[config.mk]
export PLATFORM = sky130hd
export DESIGN_NAME = mdu
export DESIGN_NICKNAME = d
export VERILOG_FILES = /design/src/rtl/mdu.sv
export SDC_FILE = /design/constraint.sdc
export NUM_CORES = 2
export LEC_CHECK = 0
export CORE_ASPECT_RATIO = 0.7
export CORE_UTILIZATION = 48
export CTS_BUF_LIST = sky130_fd_sc_hd__clkbuf_2 sky130_fd_sc_hd__clkbuf_4 sky130_fd_sc_hd__clkbuf_8
export DETAILED_ROUTE_END_ITERATION = 10
export PLACE_DENSITY_LB_ADDON = 0.05
export SYNTH_ARGS = -nofsm -noshare
export SYNTH_HDL_FRONTEND = slang
export SYNTH_SLANG_ARGS = --single-unit
[constraint.sdc]
create_clock -name clk -period 2.8 [get_ports clk]
set_input_delay 0.42 -clock clk [delete_from_list [all_inputs] [get_ports clk]]
set_output_delay 0.42 -clock clk [all_outputs]
set_load 0.02 [all_outputs]
[src/rtl/mdu.sv]
// HI/LO multiply-divide unit: single-edge MULT/MULTU/MTHI/MTLO plus a 32-cycle
// radix-2 restoring divider that is only built when MDU_DIV_EN is defined.
`ifndef WORD_WIDTH
`define WORD_WIDTH 32
`endif

module mdu #(
    parameter int W = `WORD_WIDTH
) (
    input  logic         clk,
    input  logic         rst,
    input  logic [W-1:0] op1,
    input  logic [W-1:0] op2,
    input  logic [2:0]   mdu_op,
    input  logic         start,
    input  logic         flush,
    output logic         busy,
    output logic [W-1:0] hi,
    output logic [W-1:0] lo
);
    localparam logic [2:0] OP_MULT  = 3'b001;
    localparam logic [2:0] OP_MULTU = 3'b010;
    localparam logic [2:0] OP_MTHI  = 3'b101;
    localparam logic [2:0] OP_MTLO  = 3'b110;

    logic [W-1:0]   hi_r, lo_r, hi_nxt_s, lo_nxt_s;
    logic           idle_s, accept_s, mul_sgn_s;
    logic [2*W-1:0] mul_a_s, mul_b_s, prod_s;
    logic           div_wr_s;
    logic [W-1:0]   div_hi_s, div_lo_s;

    assign accept_s  = start & ~flush & idle_s;
    assign mul_sgn_s = (mdu_op == OP_MULT);
    // Sign- or zero-extend to 2W so one multiplier serves both MULT and MULTU.
    assign mul_a_s   = {{W{mul_sgn_s & op1[W-1]}}, op1};
    assign mul_b_s   = {{W{mul_sgn_s & op2[W-1]}}, op2};
    assign prod_s    = mul_a_s * mul_b_s;

`ifdef MDU_DIV_EN
    localparam logic [2:0] OP_DIV  = 3'b011;
    localparam logic [2:0] OP_DIVU = 3'b100;

    typedef enum logic [0:0] {IDLE = 1'b0, DIV = 1'b1} state_t;

    state_t       state_r, state_nxt_s;
    logic         busy_r;
    logic [4:0]   cnt_r;
    logic [W-1:0] rem_r, quo_r, dvs_r, rem_nxt_s, quo_nxt_s;
    logic         neg_q_r, neg_r_r, dz_r;
    logic         div_req_s, div_sgn_s, last_s;
    logic [W:0]   shift_s, diff_s;

    function automatic logic [W-1:0] negate(input logic [W-1:0] x);
        negate = ~x + {{(W-1){1'b0}}, 1'b1};
    endfunction

    function automatic logic [W-1:0] mag(input logic [W-1:0] x);
        mag = x[W-1] ? negate(x) : x;
    endfunction

    assign idle_s    = (state_r == IDLE);
    assign div_req_s = accept_s & ((mdu_op == OP_DIV) | (mdu_op == OP_DIVU));
    assign div_sgn_s = (mdu_op == OP_DIV);
    assign last_s    = (cnt_r == 5'd31);

    // The quotient register doubles as the dividend shifter: each step moves its MSB into rem.
    assign shift_s   = {rem_r, quo_r[W-1]};
    assign diff_s    = shift_s - {1'b0, dvs_r};
    assign rem_nxt_s = diff_s[W] ? shift_s[W-1:0] : diff_s[W-1:0];
    assign quo_nxt_s = {quo_r[W-2:0], ~diff_s[W]};

    // Divide by zero keeps the remainder fixup: negating |op1| restores op1 itself.
    assign div_wr_s  = (state_r == DIV) & ~flush & last_s;
    assign div_lo_s  = dz_r ? {W{1'b1}} : (neg_q_r ? negate(quo_nxt_s) : quo_nxt_s);
    assign div_hi_s  = neg_r_r ? negate(rem_nxt_s) : rem_nxt_s;
    assign busy      = busy_r;

    // State register and registered busy.
    always_ff @(posedge clk or posedge rst) begin
        if (rst) begin
            state_r <= IDLE;
            busy_r  <= 1'b0;
        end else begin
            state_r <= state_nxt_s;
            busy_r  <= (state_nxt_s == DIV);
        end
    end

    // Next-state logic; flush always wins over the final iteration.
    always_comb begin
        state_nxt_s = state_r;
        case (state_r)
            IDLE: begin
                if (div_req_s) state_nxt_s = DIV;
                else           state_nxt_s = IDLE;
            end
            DIV: begin
                if (flush || last_s) state_nxt_s = IDLE;
                else                 state_nxt_s = DIV;
            end
            default: state_nxt_s = IDLE;
        endcase
    end

    // Divider operand latch and iteration datapath.
    always_ff @(posedge clk or posedge rst) begin
        if (rst) begin
            cnt_r   <= 5'd0;
            rem_r   <= {W{1'b0}};
            quo_r   <= {W{1'b0}};
            dvs_r   <= {W{1'b0}};
            neg_q_r <= 1'b0;
            neg_r_r <= 1'b0;
            dz_r    <= 1'b0;
        end else if (div_req_s) begin
            cnt_r   <= 5'd0;
            rem_r   <= {W{1'b0}};
            quo_r   <= div_sgn_s ? mag(op1) : op1;
            dvs_r   <= div_sgn_s ? mag(op2) : op2;
            neg_q_r <= div_sgn_s & (op1[W-1] ^ op2[W-1]);
            neg_r_r <= div_sgn_s & op1[W-1];
            dz_r    <= (op2 == {W{1'b0}});
        end else if ((state_r == DIV) && !flush) begin
            cnt_r   <= cnt_r + 5'd1;
            rem_r   <= rem_nxt_s;
            quo_r   <= quo_nxt_s;
        end
    end
`else
    assign idle_s   = 1'b1;
    assign div_wr_s = 1'b0;
    assign div_hi_s = {W{1'b0}};
    assign div_lo_s = {W{1'b0}};
    assign busy     = 1'b0;
`endif

    // Next HI/LO values: divider completion or an accepted single-edge operation.
    always_comb begin
        hi_nxt_s = hi_r;
        lo_nxt_s = lo_r;
        if (div_wr_s) begin
            hi_nxt_s = div_hi_s;
            lo_nxt_s = div_lo_s;
        end else if (accept_s) begin
            case (mdu_op)
                OP_MULT, OP_MULTU: begin
                    hi_nxt_s = prod_s[2*W-1:W];
                    lo_nxt_s = prod_s[W-1:0];
                end
                OP_MTHI: hi_nxt_s = op1;
                OP_MTLO: lo_nxt_s = op1;
                default: begin
                    hi_nxt_s = hi_r;
                    lo_nxt_s = lo_r;
                end
            endcase
        end else begin
            hi_nxt_s = hi_r;
            lo_nxt_s = lo_r;
        end
    end

    // HI/LO registers.
    always_ff @(posedge clk or posedge rst) begin
        if (rst) begin
            hi_r <= {W{1'b0}};
            lo_r <= {W{1'b0}};
        end else begin
            hi_r <= hi_nxt_s;
            lo_r <= lo_nxt_s;
        end
    end

    assign hi = hi_r;
    assign lo = lo_r;

endmodule

After elaboration in Yosys (flattened, before gate mapping):

Cells that the tools add are included.

* bits in registers: 64
* output and inout port bits: 65
* input bits: 71
* word-level logic and storage cells: 18

* reduce and logical (&&, ||, !) cells: 5
* $mul: 1
* eq/ne operators: 4
* muxes and demuxes: 2
* bitwise operators: 4

Operators with widths (count)
* case mux 32 bit (2 select lines): 2
* multiplier 33 x 33 -> 64 bit: 1
* == test 3 bit (second input constant): 2
* AND reduction 2 bit: 2
* nonzero test 2 bit: 2
* bitwise AND 1 bit: 3
* == test 3 x 1 -> 1 bit (second input constant): 1
* == test 3 x 2 -> 1 bit (second input constant): 1
* OR reduction 2 bit: 1
* NOT 1 bit: 1

Longest topological paths before layout:

* depth in word-level cells: 4
* mapped depth: 32
* mapped depth without buffers: 30

Worst setup path after synthesis:

OpenSTA, ideal clock, no wires.

* kind: input port to flip-flop
* start: input port mdu_op[0]
* end: register hi_r[30] (netlist: hi[30])
* stages on the path: 30
* library setup time: 76 ps
* buffers on the path: 1
* path slack: -5657 ps
* data required time: 2724 ps
* data arrival time: 8381 ps
* cells stage by stage: nor2b_1 > nor2b_1 > and2_1 > clkbuf_1 > nand2_1 > inv_1 > fa_1 > inv_1 > fa_1 > inv_1 > fa_1 > fa_1 > inv_1 > fa_1 > inv_1 > fa_1 > inv_1 > fa_1 > fa_1 > inv_1 > ha_1 > a21o_1 > a21o_1 > a21o_1 > a221o_1 > a221o_1 > a21oi_1 > mux2i_1 > a22oi_1 > o21ai_1

* longest elaborated chain between the ends: 4
* elaborated cells between the ends (all ways): 10
* those cells by class: 1 x mul; 3 x eq/ne; 1 x mux; 2 x bitwise; 3 x reduce/logical

RTL lines
* start: declaration: line 14 `input logic [2:0] mdu_op,`
* == test 3 x 1 -> 1 bit / == test 3 x 2 -> 1 bit (equally long branches): line 33, 145
* bitwise AND 1 bit (tied with other cells): line 35 `assign mul_a_s = {{W{mul_sgn_s & op1[W-1]}}, op1};`
* multiplier 33 x 33 -> 64 bit / nonzero test 2 bit (equally long branches)
* case mux 32 bit (2 select lines) / AND reduction 2 bit (equally long branches)
* end signal: assignment: line 166 `hi_r <= {W{1'b0}};`
* end signal: assignment: line 169 `hi_r <= hi_nxt_s;`
* end: declaration: line 26 `logic [W-1:0] hi_r, lo_r, hi_nxt_s, lo_nxt_s;`

Parallel ways exist; a longest one is shown, timed or not.
A chain may end at the register's enable or synchronous reset.

Worst setup path after layout:

* start: input port mdu_op[0]
* end: register hi_r[26] (netlist: hi[26])

Same word-level chain as after synthesis.

==> out/qor.csv <==
metric,value,unit
ant_nets,0,
clock_sinks,64,
cp-end-kind,flop,
clock_latency,370,ps
syn_to_final_growth,31.1,%
maxCapViolCount,0,
cts_tree,yes,
drc,0,
overflow,0,
crit_fanout,4,
max_stage_delay,580,ps
final_common_cell,inv_1,
ioPinCount,136,
violations,negative setup slack,
utilization,0.636,
grtUsageMet1,0.576,
ctsHoldBuffers,0,
final_max_slew_viol_count,0,
dpl_cell_area,0.0488,mm²
grt_max_degree,47,
die_height,246,µm
antenna_found_initial,7,
status,"complete, but fails checks",
grt_busiest_layer,met1,
ys_types,64,
crit_slowest_cell,fa_2,
clock_path_buffers,2,
fmax,0.126,GHz
vias_per_cell,5.19,
htree_levels,3,
synth_area_leaders,"fa_1 55%, inv_1 10%, nand2_1 7.8%",
cts.clk_slew.worst_paths,70,ps
worstHoldPathType,in -> async,
synth_edf_count,0,
cp-start-kind,primary input,
path_class,in -> reg,
grt_pass1_wl,223,mm
synthesis.area,0.0409,mm²
fin_crit_sh,2.83,
seq_area_frac_synth,0.0392,
cts_root_buffer,clkbuf_8,
row_count,89,
io_buffers,134,
rsz0062_at_grt,yes,
drt_iter0_markers,3004,
cts_made_buffers,9,
path_delay_family,adder cells,
layout_setup_ws,-5130,ps
synthesis.nets,5948,
routed_wl,148,mm
vias,33100,
wire_per_inst,23.3,µm
path_buf_inv,8,
worst_pin_slew,533,ps
finalSetupViolCount,61,
dp_hpwl,117,mm
ys.flop_type,dfrtp_1,
met3_usage,0.148,
final_area,0.0536,mm²
worstPathArrival,8180,ps
finalHoldViolations,0,
syn_area_per_cell,9.01,µm²
worstPathRequired,3050,ps
initial_core_util,0.485,
dr.pass1.iters,5,
grtUsageMet2,0.442,
post_synth_inst_count,4540,
final_cell_mix,"1065 x inv_1, 1042 x fa_1, 805 x nand2_1",
dieArea,0.0864,mm²
die_w,351,µm
drive_gt1_frac,0.257,
synth_top_area_cell,fa_1,
crit_top_cell,fa_1,
yosys_warnings,0,
gp_congestion,0.968,
slew_headroom,0.644,
fin_crit,7930,ps
grt_pass1_vias,33600,
layout.nets,6645,
grt_use_total,0.356,
synth_top_area_frac,0.551,
fin_skew,0,ps
synth_seq_cells,64,
async_reset_ff_frac,1.00,
coreArea,0.0843,mm²
-- worst reg2reg max path, cell delays in order (launching register included) --
cell and delay, ps:
dfrtp_1 450, a21oi_1 150, o31ai_1 80
-- path summary, 6_finish.rpt --
check	from	to	slack [ps]	cells after the start
worst max register to register	hi[20]$_DFFE_PP0P_	hi[20]$_DFFE_PP0P_	1990	2
worst max-delay path	mdu_op[0]	hi[26]$_DFFE_PP0P_	-5130	30
max in group asynchronous	rst	lo[11]$_DFFE_PP0P_	1750	3
min in group clk	lo[10]$_DFFE_PP0P_	lo[10]$_DFFE_PP0P_	490	2
worst min register to register	lo[10]$_DFFE_PP0P_	lo[10]$_DFFE_PP0P_	490	2
worst min-delay path	rst	hi[19]$_DFFE_PP0P_	410	2
-- synthesized netlist by cell type (3+ instances only) --
library cell     n
buf_2            5
o21a_1           9
ha_1           212
nand4_1         10
a21boi_1         4
a31oi_1         13
o211ai_1         4
inv_1         1136
xnor2_1         49
fa_1          1125
clkbuf_1       262
a221oi_1         3
a21oi_1         92
mux2i_1         18
dfrtp_1         64
nor2b_1          7
or2_2            9
and4_1           7
o21bai_1        11
a221o_1          3
nor2_1          80
and3_1          28
xor2_1          24
and2_1         312
nand2_1        848
a211oi_1         5
o21ai_1         19
o21ai_0         61
buf_1            6
a21o_1          39
a211o_1          3
nand3_1         19
nor3_1          13
-- layer usage --
| layer | vias to the layer above | wire length, µm |
|---|---|---|
| met1 | 17000 | 68500 |
| met5 | - | 202 |
| met4 | 6 | 2280 |
| met2 | 1589 | 54400 |
| met3 | 135 | 23100 |
| li1 | 14400 | - |
-- per-stage QoR --
step,TNS [ps],instances,hold WS [ps],worst slack (ps)
after floorplan,-219830,4540,574,-5120
after global placement,-293150,6124,468,-5890
after detailed placement,-294710,6124,474,-5940
after CTS,-246940,6312,420,-5140
after global routing,-260770,6378,437,-5310
final,-249810,6379,405,-5130
-- cell type report --
type                            instances  area [µm²]
Multi-Input combinational cell       3066       36200
Antenna cell                            2        5.00
Tap cell                             1137        1420
Clock inverter                          3        43.8
Fill cell                            7094       30700
Clock buffer                           11         145
Inverter                             1136        4270
Timing Repair Buffer                  960        9960
Sequential cell                        64        1600
-- registers in the layout, summed over array words and instances (netlist names) --
register,flops
lo,32
hi,32
-- kinds of logic after synthesis --
| group | after synthesis | share of synthesized area |
|---|---|---|
| AND/OR/NAND/NOR | 1337 | 0.148 |
| other | 1 | 0.0000917 |
| multiplexers | 18 | 0.00441 |
| adder cells (fa/ha/maj) | 1337 | 0.616 |
| AO/OA/AOI/OAI | 300 | 0.0475 |
| flip-flops | 64 | 0.0392 |
| XOR/XNOR | 73 | 0.0156 |
| buffers and inverters | 1410 | 0.130 |
-- repair_timing --
action                     in CTS  in global routing
setup endpoints to repair      61                 61
gates resized for setup       518                288
cloned                         16                  3
pin swaps                     191                165
setup buffers                 166                 76
Power is left out: the tool's default activity adds up to more than one toggle a clock period on the data nets, which glitch-free logic cannot reach.
